`config.mk`:
```
export PLATFORM = sky130hd
export DESIGN_NAME = address_generation_unit
export DESIGN_NICKNAME = d
export VERILOG_FILES = /design/src/rtl/address_generation_unit.sv
export SDC_FILE = /design/constraint.sdc
export NUM_CORES = 1
export LEC_CHECK = 0
export CAP_MARGIN = 0
export CORE_MARGIN = 2
export CORE_UTILIZATION = 55
export DETAILED_ROUTE_END_ITERATION = 12
export GPL_ROUTABILITY_DRIVEN = 0
export GPL_TIMING_DRIVEN = 0
export PLACE_DENSITY = 0.91
export SLEW_MARGIN = 20
export SYNTH_ARGS = -nofsm -noshare
export SYNTH_HDL_FRONTEND = slang
export SYNTH_SLANG_ARGS = --single-unit
```
`constraint.sdc`:
```
create_clock -name AGU_clk -period 5.2 [get_ports AGU_clk]
set_input_delay 1.04 -clock AGU_clk [delete_from_list [all_inputs] [get_ports AGU_clk]]
set_output_delay 1.04 -clock AGU_clk [all_outputs]
set_load 0.05 [all_outputs]
```
`src/rtl/address_generation_unit.sv`:
```
// Address generation unit: holds the memory address and drives it onto the bus,
// with load, strided single steps, optional window wrap and fixed-length bursts.
module address_generation_unit #(
    parameter int ADDR_WIDTH   = 16,
    parameter int STRIDE_WIDTH = 8,
    parameter int LEN_WIDTH    = 8
) (
    input  logic                    AGU_clk,
    input  logic                    AGU_rst_n,
    input  logic [ADDR_WIDTH-1:0]   AGU_in,
    input  logic                    AGU_wr_en,
    input  logic                    AGU_inc_en,
    input  logic                    AGU_dec_en,
    input  logic [STRIDE_WIDTH-1:0] AGU_stride_in,
    input  logic                    AGU_stride_wr_en,
    input  logic [ADDR_WIDTH-1:0]   AGU_lim_lo_in,
    input  logic [ADDR_WIDTH-1:0]   AGU_lim_hi_in,
    input  logic                    AGU_lim_wr_en,
    input  logic                    AGU_wrap_en,
    input  logic                    AGU_burst_start,
    input  logic [LEN_WIDTH-1:0]    AGU_burst_len,
    output logic [ADDR_WIDTH-1:0]   AGU_out,
    output logic                    AGU_busy,
    output logic                    AGU_done,
    output logic                    AGU_wrapped
);

    localparam int SPAD = ADDR_WIDTH + 1 - STRIDE_WIDTH;

    typedef enum logic {S_IDLE, S_BURST} state_t;

    state_t                  r_state, w_state_nxt;
    logic [LEN_WIDTH-1:0]    r_count, w_count_nxt;
    logic [ADDR_WIDTH-1:0]   r_addr, w_addr_nxt;
    logic                    r_done, w_done_nxt;
    logic                    r_wrapped, w_wrapped_nxt;
    logic [STRIDE_WIDTH-1:0] r_stride;
    logic [ADDR_WIDTH-1:0]   r_lim_lo, r_lim_hi;

    // All step arithmetic is one bit wider so carry/borrow and window compares are exact.
    logic [ADDR_WIDTH:0]     w_stride_ext, w_sum, w_diff, w_lo_plus;
    logic [ADDR_WIDTH-1:0]   w_inc_addr, w_dec_addr;
    logic                    w_inc_wrap, w_dec_wrap;

    assign w_stride_ext = {{SPAD{1'b0}}, r_stride};
    assign w_sum        = {1'b0, r_addr} + w_stride_ext;
    assign w_diff       = {1'b0, r_addr} - w_stride_ext;
    assign w_lo_plus    = {1'b0, r_lim_lo} + w_stride_ext;

    always_comb begin
        if (AGU_wrap_en) begin
            w_inc_wrap = (w_sum > {1'b0, r_lim_hi});
            w_inc_addr = w_inc_wrap ? r_lim_lo : w_sum[ADDR_WIDTH-1:0];
            w_dec_wrap = ({1'b0, r_addr} < w_lo_plus);
            w_dec_addr = w_dec_wrap ? r_lim_hi : w_diff[ADDR_WIDTH-1:0];
        end else begin
            w_inc_wrap = w_sum[ADDR_WIDTH];
            w_inc_addr = w_sum[ADDR_WIDTH-1:0];
            w_dec_wrap = w_diff[ADDR_WIDTH];
            w_dec_addr = w_diff[ADDR_WIDTH-1:0];
        end
    end

    // A load overrides everything, including aborting a running burst without done.
    always_comb begin
        w_state_nxt   = r_state;
        w_count_nxt   = r_count;
        w_addr_nxt    = r_addr;
        w_done_nxt    = 1'b0;
        w_wrapped_nxt = 1'b0;
        if (AGU_wr_en) begin
            w_addr_nxt  = AGU_in;
            w_state_nxt = S_IDLE;
            w_count_nxt = '0;
        end else begin
            case (r_state)
                S_BURST: begin
                    w_addr_nxt    = w_inc_addr;
                    w_wrapped_nxt = w_inc_wrap;
                    w_count_nxt   = r_count - LEN_WIDTH'(1);
                    if (r_count == LEN_WIDTH'(1)) begin
                        w_state_nxt = S_IDLE;
                        w_done_nxt  = 1'b1;
                    end
                end
                default: begin
                    if (AGU_burst_start) begin
                        if (AGU_burst_len == '0) begin
                            w_done_nxt = 1'b1;
                        end else begin
                            w_count_nxt = AGU_burst_len;
                            w_state_nxt = S_BURST;
                        end
                    end else if (AGU_inc_en && !AGU_dec_en) begin
                        w_addr_nxt    = w_inc_addr;
                        w_wrapped_nxt = w_inc_wrap;
                    end else if (AGU_dec_en && !AGU_inc_en) begin
                        w_addr_nxt    = w_dec_addr;
                        w_wrapped_nxt = w_dec_wrap;
                    end
                end
            endcase
        end
    end

    always_ff @(posedge AGU_clk or negedge AGU_rst_n) begin
        if (!AGU_rst_n) begin
            r_state   <= S_IDLE;
            r_count   <= '0;
            r_addr    <= '0;
            r_done    <= 1'b0;
            r_wrapped <= 1'b0;
        end else begin
            r_state   <= w_state_nxt;
            r_count   <= w_count_nxt;
            r_addr    <= w_addr_nxt;
            r_done    <= w_done_nxt;
            r_wrapped <= w_wrapped_nxt;
        end
    end

    // Configuration only changes while idle; an inverted window is rejected whole.
    always_ff @(posedge AGU_clk or negedge AGU_rst_n) begin
        if (!AGU_rst_n) begin
            r_stride <= STRIDE_WIDTH'(1);
            r_lim_lo <= '0;
            r_lim_hi <= '1;
        end else if (r_state == S_IDLE) begin
            if (AGU_stride_wr_en)
                r_stride <= AGU_stride_in;
            if (AGU_lim_wr_en && (AGU_lim_lo_in <= AGU_lim_hi_in)) begin
                r_lim_lo <= AGU_lim_lo_in;
                r_lim_hi <= AGU_lim_hi_in;
            end
        end
    end

    assign AGU_out     = r_addr;
    assign AGU_busy    = (r_state == S_BURST);
    assign AGU_done    = r_done;
    assign AGU_wrapped = r_wrapped;

endmodule

```
==> flow_summary.ini, run 1 <==
[outcome]
outcome = finished clean

[detailed_routing]
first_iter_violations = 591
wl_per_cell_um = 19.2
route.detailed.drc = 0
detail-route-antenna-nets = 0
drt_wl_total_mm = 17.4
via_count = 5751
routed_via_density = 6.35
dr.pass1.iters = 5

[global_route]
grt_use_total_pct = 30.9
grt_use_met3_pct = 5.51
grt_pass1_wl_mm = 28.0
gr-usage-met2_pct = 52.5
grt_max_degree = 39
grt_pass1_vias = 6006
grt_overflow = 0
met1_usage_pct = 37.7
grt.busiest_layer = met2
antenna_found_initial = 0

[cells_and_area]
antenna_cells = 0
drive_gt1_share_pct = 9.62
layout_commonest_cell = clkdlybuf4s50_1
design_area_um2 = 7190
fin_util_pct = 69.4
fin_nets = 916
area_growth_pct = 21.4
fill_cells = 769
layout_common_cells = clkdlybuf4s50_1 (88), ha_1 (75), inv_1 (58), nand2_1 (51), dfrtp_1 (50)

[power]
seqPwrFrac_pct = 26.3
vdd_drop_max_mv = 0.223
internal-power_w = 0.00170
combPwrFrac_pct = 60.7
p_per_area_nw_per_um2 = 450
p_leak_nw = 3.25
clockPowerShare_pct = 13.0
p_sw_w = 0.00154
sw_frac_of_total_pct = 47.6

[critical_path]
cpMostUsedCell = a21oi_1
crit_path_start_kind = flip-flop
cp_max_fo = 6
worst_ep_required_time_ns = 5.47
arrival_ns = 5.30
worst-path-buf-inv = 0
critPathMaxStageDelay_ns = 0.53
crit_slowest_cell = o41ai_1
endpoint_kind = flip-flop
crit_family = compound AO/OA/AOI/OAI gates
crit_type = flip-flop to flip-flop
path_cells = ha_1 -> fa_1 -> a21oi_1 -> o211ai_1 -> o41ai_1 -> nand3b_1 -> nor2_1 -> xnor2_1 -> ha_1 -> a21oi_1 -> o21ai_0 -> a2111oi_0 -> a21oi_1 -> o22ai_1 -> o21a_1 -> mux2_2 -> o221ai_1

[yosys]
synthFlopType = dfrtp_1
syn_avg_cell_area_um2 = 8.92
synth_seq_cells = 67
syn_nets = 815
synth-edff-count = 0
yosys.area.top_type = dfrtp_1
yosysSeqAreaShare_pct = 28.7
synth_top_cells_by_area = dfrtp_1 (21%), ha_1 (16%), dfstp_2 (7.5%)
syn_area_um2 = 5930
netlist_instances = 664
synth_cell_types = 62
yosys_warnings = 0
async_flop_share_pct = 100
yosysTopAreaCellShare_pct = 21.1

[floorplan]
die-area_um2 = 11600
rows = 37
start_util_pct = 57.1
die_w_um = 108
pin_count = 92
core_um2 = 10400
die_y_um = 108

[placement]
dp_hpwl_mm = 13.9
post_dp_cell_area_um2 = 7000
pre_cts_ws_ns = 0.218
port_buffers = 89

[timing]
period_share_pct = 96.7
final.setup_skew_ns = 0.0114
fin_crit_ns = 5.03
hold_viol_final = 0
slew_viol_final = 0
worst_slack_ns = 0.171
max_freq_mhz = 199
slew_headroom_pct = 44.7
grt_setup_unrepaired = false
fin_setup_tns_ns = 0
worst_pin_slew_ns = 0.818
setup_violations = 0

[min_path]
hold_class = flip-flop to flip-flop

[flow_run]
cap_violations = 0

[clock_network]
numCtsBuffers = 9
clkTransAtPathRegs_ns = 0.07
insertion_delay_ns = 0.37
clk_path_buf_depth = 2
htree_levels = 3
clock_sinks = 67
cts-hold-fix-buffers = 0
cts_root_buf = clkbuf_8
cts_tree = done
[what timing repair did]
item / in CTS / in global routing
resized for setup: 0 / 1
buffers inserted: 0 / 0
endpoints found under the setup margin: 0 / 13
[synth_stat cells (all sizes together), types with 10 or more instances]
cell type	count
o211ai	11
nor2	48
a21oi	36
nand3	14
o21a	12
dfrtp	50
nand4	11
clkbuf	16
o221ai	10
mux2	21
inv	58
xnor2	21
dfstp	17
a22oi	11
nand2	51
mux2i	33
o21ai	28
ha	75
xor2	23
nor3	11
[per-layer routing]
| metal | vias to the layer above | wire (um) |
|---|---|---|
| li1 | 2602 | - |
| met1 | 2706 | 6730 |
| met2 | 362 | 8300 |
| met3 | 81 | 1590 |
| met4 | 0 | 730 |
| met5 | - | 0 |
[final timing paths]
path	depth (start not counted)	slack, ns	to	startpoint
max reg2reg	17	0.17	AGU_out[1]	r_lim_lo[0]
min in group asynchronous	1	0.60	AGU_out[2]	AGU_rst_n
max in group asynchronous	2	4.00	r_lim_hi[12]	AGU_rst_n
min	2	0.52	r_lim_hi[2]	r_lim_hi[2]
max	17	0.17	AGU_out[1]	r_lim_lo[0]
min reg2reg	2	0.52	r_lim_hi[2]	r_lim_hi[2]
[worst min-delay path, stage by stage, from the launching register on]
cell and delay [ns]:
dfstp_2 0.37, inv_1 0.07, mux2i_1 0.07
[flip-flops by register name, summed over array words and instances (netlist names)]
name	flops
AGU_wrapped	1
r_stride	8
r_count	8
r_lim_lo	16
r_lim_hi	16
AGU_done	1
AGU_out	16
AGU_busy	1
[final cells by class]
cell class                      instances  area [um2]  share of cell area, %
Multi-Input combinational cell        514        3910                   54.3
Sequential cell                        67        1700                   23.6
Timing Repair Buffer                   90         908                   12.6
Inverter                               58         218                   3.03
Tap cell                              136         170                   2.37
Clock buffer                            9         124                   1.72
Buffer                                 25         113                   1.57
Clock inverter                          6        57.6                  0.800
[power by group through the flow]
| stage | registers (W) | clock network, W | logic [W] |
|---|---|---|---|
| finish | 0.000850 | 0.000421 | 0.00197 |
| global route | 0.000858 | 0.000439 | 0.00214 |
| CTS | 0.000836 | 0.000421 | 0.00192 |
| detailed placement | 0.000845 | 0 | 0.00190 |
| global placement | 0.000831 | 0 | 0.00179 |
| floorplan | 0.000917 | 0 | 0.00125 |
[kinds of logic after synthesis]
group,share of synthesized area (%)
simple gates,14.6
mux,9.57
xor+xnor,6.50
buf+inv,5.57
fa+ha+maj,16.8
flops,28.7
compound gates,18.2
[per-stage QoR]
step                      hold slack [ns]  std cells  total power [W]
final                               0.516        905          0.00324
after global routing                0.536        905          0.00344
after CTS                           0.509        905          0.00318
after detailed placement            0.495        890          0.00275
after global placement              0.493        889          0.00262
after floorplan                     0.471        664          0.00217
No activity file was read; power rests on OpenSTA's default activity.
==> run 2, diff against run 1 <==
--- a/config.mk
+++ b/config.mk
@@ -11,5 +11,4 @@
 export DETAILED_ROUTE_END_ITERATION = 12
 export GPL_ROUTABILITY_DRIVEN = 0
-export GPL_TIMING_DRIVEN = 0
 export PLACE_DENSITY = 0.91
 export SLEW_MARGIN = 20
==> constraint.sdc (replaced) <==
create_clock -name AGU_clk -period 5.2 [get_ports AGU_clk]
set_input_delay 0.52 -clock AGU_clk [delete_from_list [all_inputs] [get_ports AGU_clk]]
set_output_delay 0.52 -clock AGU_clk [all_outputs]
set_load 0.05 [all_outputs]
==> flow_summary.ini, run 2 (same netlist as run 1, synthesis figures left out) <==
[outcome]
outcome = finished clean

[critical_path]
reg2reg_from = r_lim_lo[0]
r2r_setup_slack_ns = 0.44
cpMostUsedCell = a21oi_1
worst_ep_required_time_ns = 5.46
arrival_ns = 5.02
crit_family = compound AO/OA/AOI/OAI gates
crit_slowest_cell = dfrtp_1
rr_worst_depth = 18
cp_max_fo = 6
rr_endpoint = AGU_out[1]
crit_type = flip-flop to flip-flop
critPathMaxStageDelay_ns = 0.41
worst-path-buf-inv = 1
endpoint_kind = flip-flop
path_cells = ha_1 -> fa_1 -> a21oi_1 -> o211ai_1 -> o41ai_1 -> buf_4 -> nand3b_1 -> nor2_1 -> xnor2_1 -> ha_1 -> a21oi_1 -> o21ai_0 -> a2111oi_0 -> a21oi_1 -> o22ai_1 -> o21a_1 -> mux2_2 -> o221ai_1
crit_path_start_kind = flip-flop

[floorplan]
die_y_um = 108
core_um2 = 10400
die_w_um = 108
rows = 37
start_util_pct = 57.1
die-area_um2 = 11600
pin_count = 92

[timing]
setup_violations = 0
slew_headroom_pct = 32.4
max_freq_mhz = 210
period_share_pct = 91.5
hold_viol_final = 0
final.setup_skew_ns = 0.0145
worst_pin_slew_ns = 1.01
fin_crit_ns = 4.76
fin_setup_tns_ns = 0
grt_setup_unrepaired = false
slew_viol_final = 0

[clock_network]
cts_tree = done
insertion_delay_ns = 0.36
numCtsBuffers = 9
htree_levels = 3
cts_resized = 0
cts_root_buf = clkbuf_8
clk_path_buf_depth = 2
postCtsSetupBuffers = 0
clock_sinks = 67
clkTransAtPathRegs_ns = 0.08
cts-hold-fix-buffers = 0

[power]
fin_total_pwr_w = 0.00321
p_per_area_nw_per_um2 = 450
vdd_drop_max_mv = 0.224
p_leak_nw = 3.21

[global_route]
grt_overflow = 0
grt_pass1_wl_mm = 27.9
grt_pass1_vias = 5772
antenna_found_initial = 0
grt_use_total_pct = 30.9
grt_max_degree = 68

[cells_and_area]
antenna_cells = 0
layout_commonest_cell = clkdlybuf4s50_1
drive_gt1_share_pct = 9.71
fin_nets = 898
fill_cells = 728
layout_common_cells = clkdlybuf4s50_1 (90), ha_1 (75), inv_1 (58), nand2_1 (51), dfrtp_1 (50)
area_growth_pct = 20.3

[placement]
port_buffers = 91
dp_hpwl_mm = 13.5

[detailed_routing]
drt_wl_total_mm = 17.4
via_count = 5702
wl_met1_mm = 6.80
wl_met2_mm = 8.12
routed_via_density = 6.42
wl_per_cell_um = 19.6
wl_met3_mm = 1.66
route.detailed.drc = 0
detail-route-antenna-nets = 0
first_iter_violations = 562
routed.top_layer = met4
dr.pass1.iters = 5

[min_path]
hold_class = input port to async pin

[flow_run]
cap_violations = 0
-- run 2: cell types whose count changed in the layout (fill, tap and decap cells not counted), sizes merged --
cell and delta:
clkdlybuf4s50 +2, bufinv -1, clkbuf -15, clkinv -1, buf -4, clkinvlp +2
-- run 2: cell type report --
| type | count | area [um2] | share of cell area [%] |
|---|---|---|---|
| repair buffers | 97 | 951 | 13.3 |
| multi-input cells | 514 | 3910 | 54.9 |
| clock buffers | 10 | 138 | 1.93 |
| flip-flops and latches | 67 | 1700 | 23.8 |
| inverters | 58 | 218 | 3.05 |
| clock inverters | 6 | 41.3 | 0.579 |
| well taps | 136 | 170 | 2.39 |
-- run 2: through the flow --
stage	utilization (%)	instances	instance area, um2	hold WS (ns)	setup WS (ns)
3_3_place_gp	66.9	872	6940	0.491	0.650
3_5_place_dp	66.9	872	6940	0.500	0.401
6_report	68.7	888	7130	0.352	0.440
4_1_cts	68.7	888	7120	0.377	0.375
5_1_grt	68.7	888	7130	0.420	0.0423
2_1_floorplan	-	664	5930	0.224	0.855
-- run 2: power breakdown --
| part | leakage, nW | switching (W) | internal, W |
|---|---|---|---|
| clock network | 0.0843 | 0.000226 | 0.000185 |
| logic | 2.34 | 0.00110 | 0.000812 |
| registers | 0.787 | 0.000221 | 0.000660 |
| total | 3.21 | 0.00155 | 0.00166 |
-- run 2: how the worst max path moves through the flow --
stage,cells past startpoint,startpoint,slack (ns),endpoint
2_1_floorplan,17,AGU_out[2],0.86,AGU_out[10]
3_3_place_gp,17,r_stride[1],0.65,AGU_out[10]
3_5_place_dp,17,r_stride[1],0.40,AGU_out[10]
4_1_cts,17,r_stride[1],0.37,AGU_out[10]
5_1_grt,18,r_lim_lo[0],0.04,AGU_out[1]
6_report,18,r_lim_lo[0],0.44,AGU_out[1]
-- run 2: per-layer routing --
| layer | vias to the layer above | global-route usage [%] |
|---|---|---|
| met1 | 2711 | 39.6 |
| met4 | 0 | 15.4 |
| met5 | - | 0 |
| met3 | 97 | 5.63 |
| li1 | 2561 | - |
| met2 | 333 | 49.9 |
==> run 3, diff against run 2 <==
DONT_BUFFER_PORTS = 1   (was not set)
PLACE_DENSITY = 0.8   (was 0.91)
TNS_END_PERCENT = 100   (was not set)
==> flow_summary.ini, run 3 (same netlist as run 1, synthesis figures left out) <==
[outcome]
outcome = finished clean

[detailed_routing]
routed_via_density = 6.52
dr.pass1.iters = 6
via_count = 5272
detail-route-antenna-nets = 0
drt_wl_total_mm = 16.7
route.detailed.drc = 0
first_iter_violations = 516
wl_per_cell_um = 20.7

[cells_and_area]
layout_common_cells = ha_1 (75), inv_1 (58), nand2_1 (51), dfrtp_1 (50), nor2_1 (48)
area_growth_pct = 7.16
antenna_cells = 0
design_area_um2 = 6350
fin_nets = 818
layout_commonest_cell = ha_1
drive_gt1_share_pct = 12.2

[timing]
hold_viol_final = 0
worst_pin_slew_ns = 0.971
final.setup_skew_ns = 0.00980
setup_violations = 0
period_share_pct = 94.9
fin_setup_tns_ns = 0
slew_headroom_pct = 35.3
slew_viol_final = 0
grt_setup_unrepaired = false
max_freq_mhz = 203
fin_crit_ns = 4.93
holdWs_ns = 0.00399

[floorplan]
pin_count = 92
start_util_pct = 57.1
rows = 37
core_um2 = 10400
die_w_um = 108
die_y_um = 108
die-area_um2 = 11600

[power]
seqPwrFrac_pct = 27.0
vdd_drop_max_mv = 0.198
internal-power_w = 0.00164
fin_total_pwr_w = 0.00318
p_sw_w = 0.00154
sw_frac_of_total_pct = 48.4
clockPowerShare_pct = 14.4
combPwrFrac_pct = 58.7
p_leak_nw = 2.93
p_per_area_nw_per_um2 = 500

[critical_path]
rr_endpoint = AGU_out[12]
worst_ep_required_time_ns = 5.45
endpoint_kind = flip-flop
arrival_ns = 5.18
r2r_setup_slack_ns = 0.27
crit_type = flip-flop to flip-flop
crit_end = AGU_out[12]
crit_start = r_lim_lo[0]
reg2reg_from = r_lim_lo[0]
cp_max_fo = 14
rr_worst_depth = 18
crit_path_start_kind = flip-flop

[clock_network]
insertion_delay_ns = 0.38
cts_tree = done
clkTransAtPathRegs_ns = 0.08
clock_sinks = 67
numCtsBuffers = 9
htree_levels = 3
clk_path_buf_depth = 2
cts_root_buf = clkbuf_8

[placement]
port_buffers = 0
post_dp_cell_area_um2 = 6110
dp_hpwl_mm = 13.1

[global_route]
antenna_found_initial = 0
grt_pass1_wl_mm = 26.2
grt_pass1_vias = 5149
grt_use_total_pct = 29.6
grt_max_degree = 68
grt_overflow = 0

[flow_run]
cap_violations = 0

[min_path]
hold_class = input port to async pin
-- run 3: worst min path at each step --
stage | end | slack, ns | cells past startpoint
floorplan | AGU_busy | 0.22 | 0
global placement | r_lim_lo[1] | 0.23 | 0
detailed placement | r_lim_lo[1] | 0.23 | 0
CTS | r_lim_lo[1] | 0.02 | 1
global route | r_lim_lo[1] | 0.03 | 1
finish | r_lim_lo[1] | 0.004 | 1
-- run 3: worst max-delay path, stage by stage, from the launching register on --
cell and delay, ns:
dfrtp_1 0.44, ha_1 0.24, fa_1 0.42, a21oi_1 0.23, o211ai_1 0.16, o41ai_1 0.34, buf_4 0.19, nand3b_1 0.16
nor2_1 0.07, xnor2_1 0.12, ha_1 0.29, a21oi_1 0.16, o21ai_0 0.14, a2111oi_0 0.41, a21oi_1 0.13, o22ai_1 0.38
o21ai_2 0.38, mux2i_1 0.21, o221ai_1 0.33
-- run 3: area by class of cell --
type                       instances  area, um2
clock buffer                      11        141
clock inverter                     5       62.6
fill                             874       4020
inverter                          58        218
multi-input combinational        514       3910
sequential                        67       1700
tap                              136        170
timing repair buffer              17        148
-- run 3: metrics by stage --
step | utilization (%) | setup slack [ns] | cells
final | 61.2 | 0.267 | 808
after global routing | 61.2 | 0.0524 | 808
after CTS | 61.2 | 0.377 | 808
after detailed placement | 58.9 | 0.382 | 791
after global placement | 58.9 | 0.554 | 791
after floorplan | - | 0.855 | 664
-- run 3: power groups by stage --
stage                     Sequential [W]  Combinational (W)  Clock (W)
after floorplan                 0.000917            0.00125          0
after detailed placement        0.000857            0.00177          0
after global routing            0.000870            0.00203   0.000482
final                           0.000857            0.00186   0.000456
after CTS                       0.000847            0.00180   0.000465
after global placement          0.000850            0.00170          0
-- run 3: per-layer routing --
layer	share of wire, %	vias up	GRT usage, %
met5	0	-	0
met4	3.5	0	9.43
met3	12	66	11.6
met2	44	323	45.1
met1	40	2485	38.4
li1	-	2398	-
-- run 3: timing repair --
item,CTS,global route
setup endpoints to repair,0,4
gates resized for setup,0,1
hold endpoints to repair,67,0
setup buffers,0,0
hold buffers,1,0
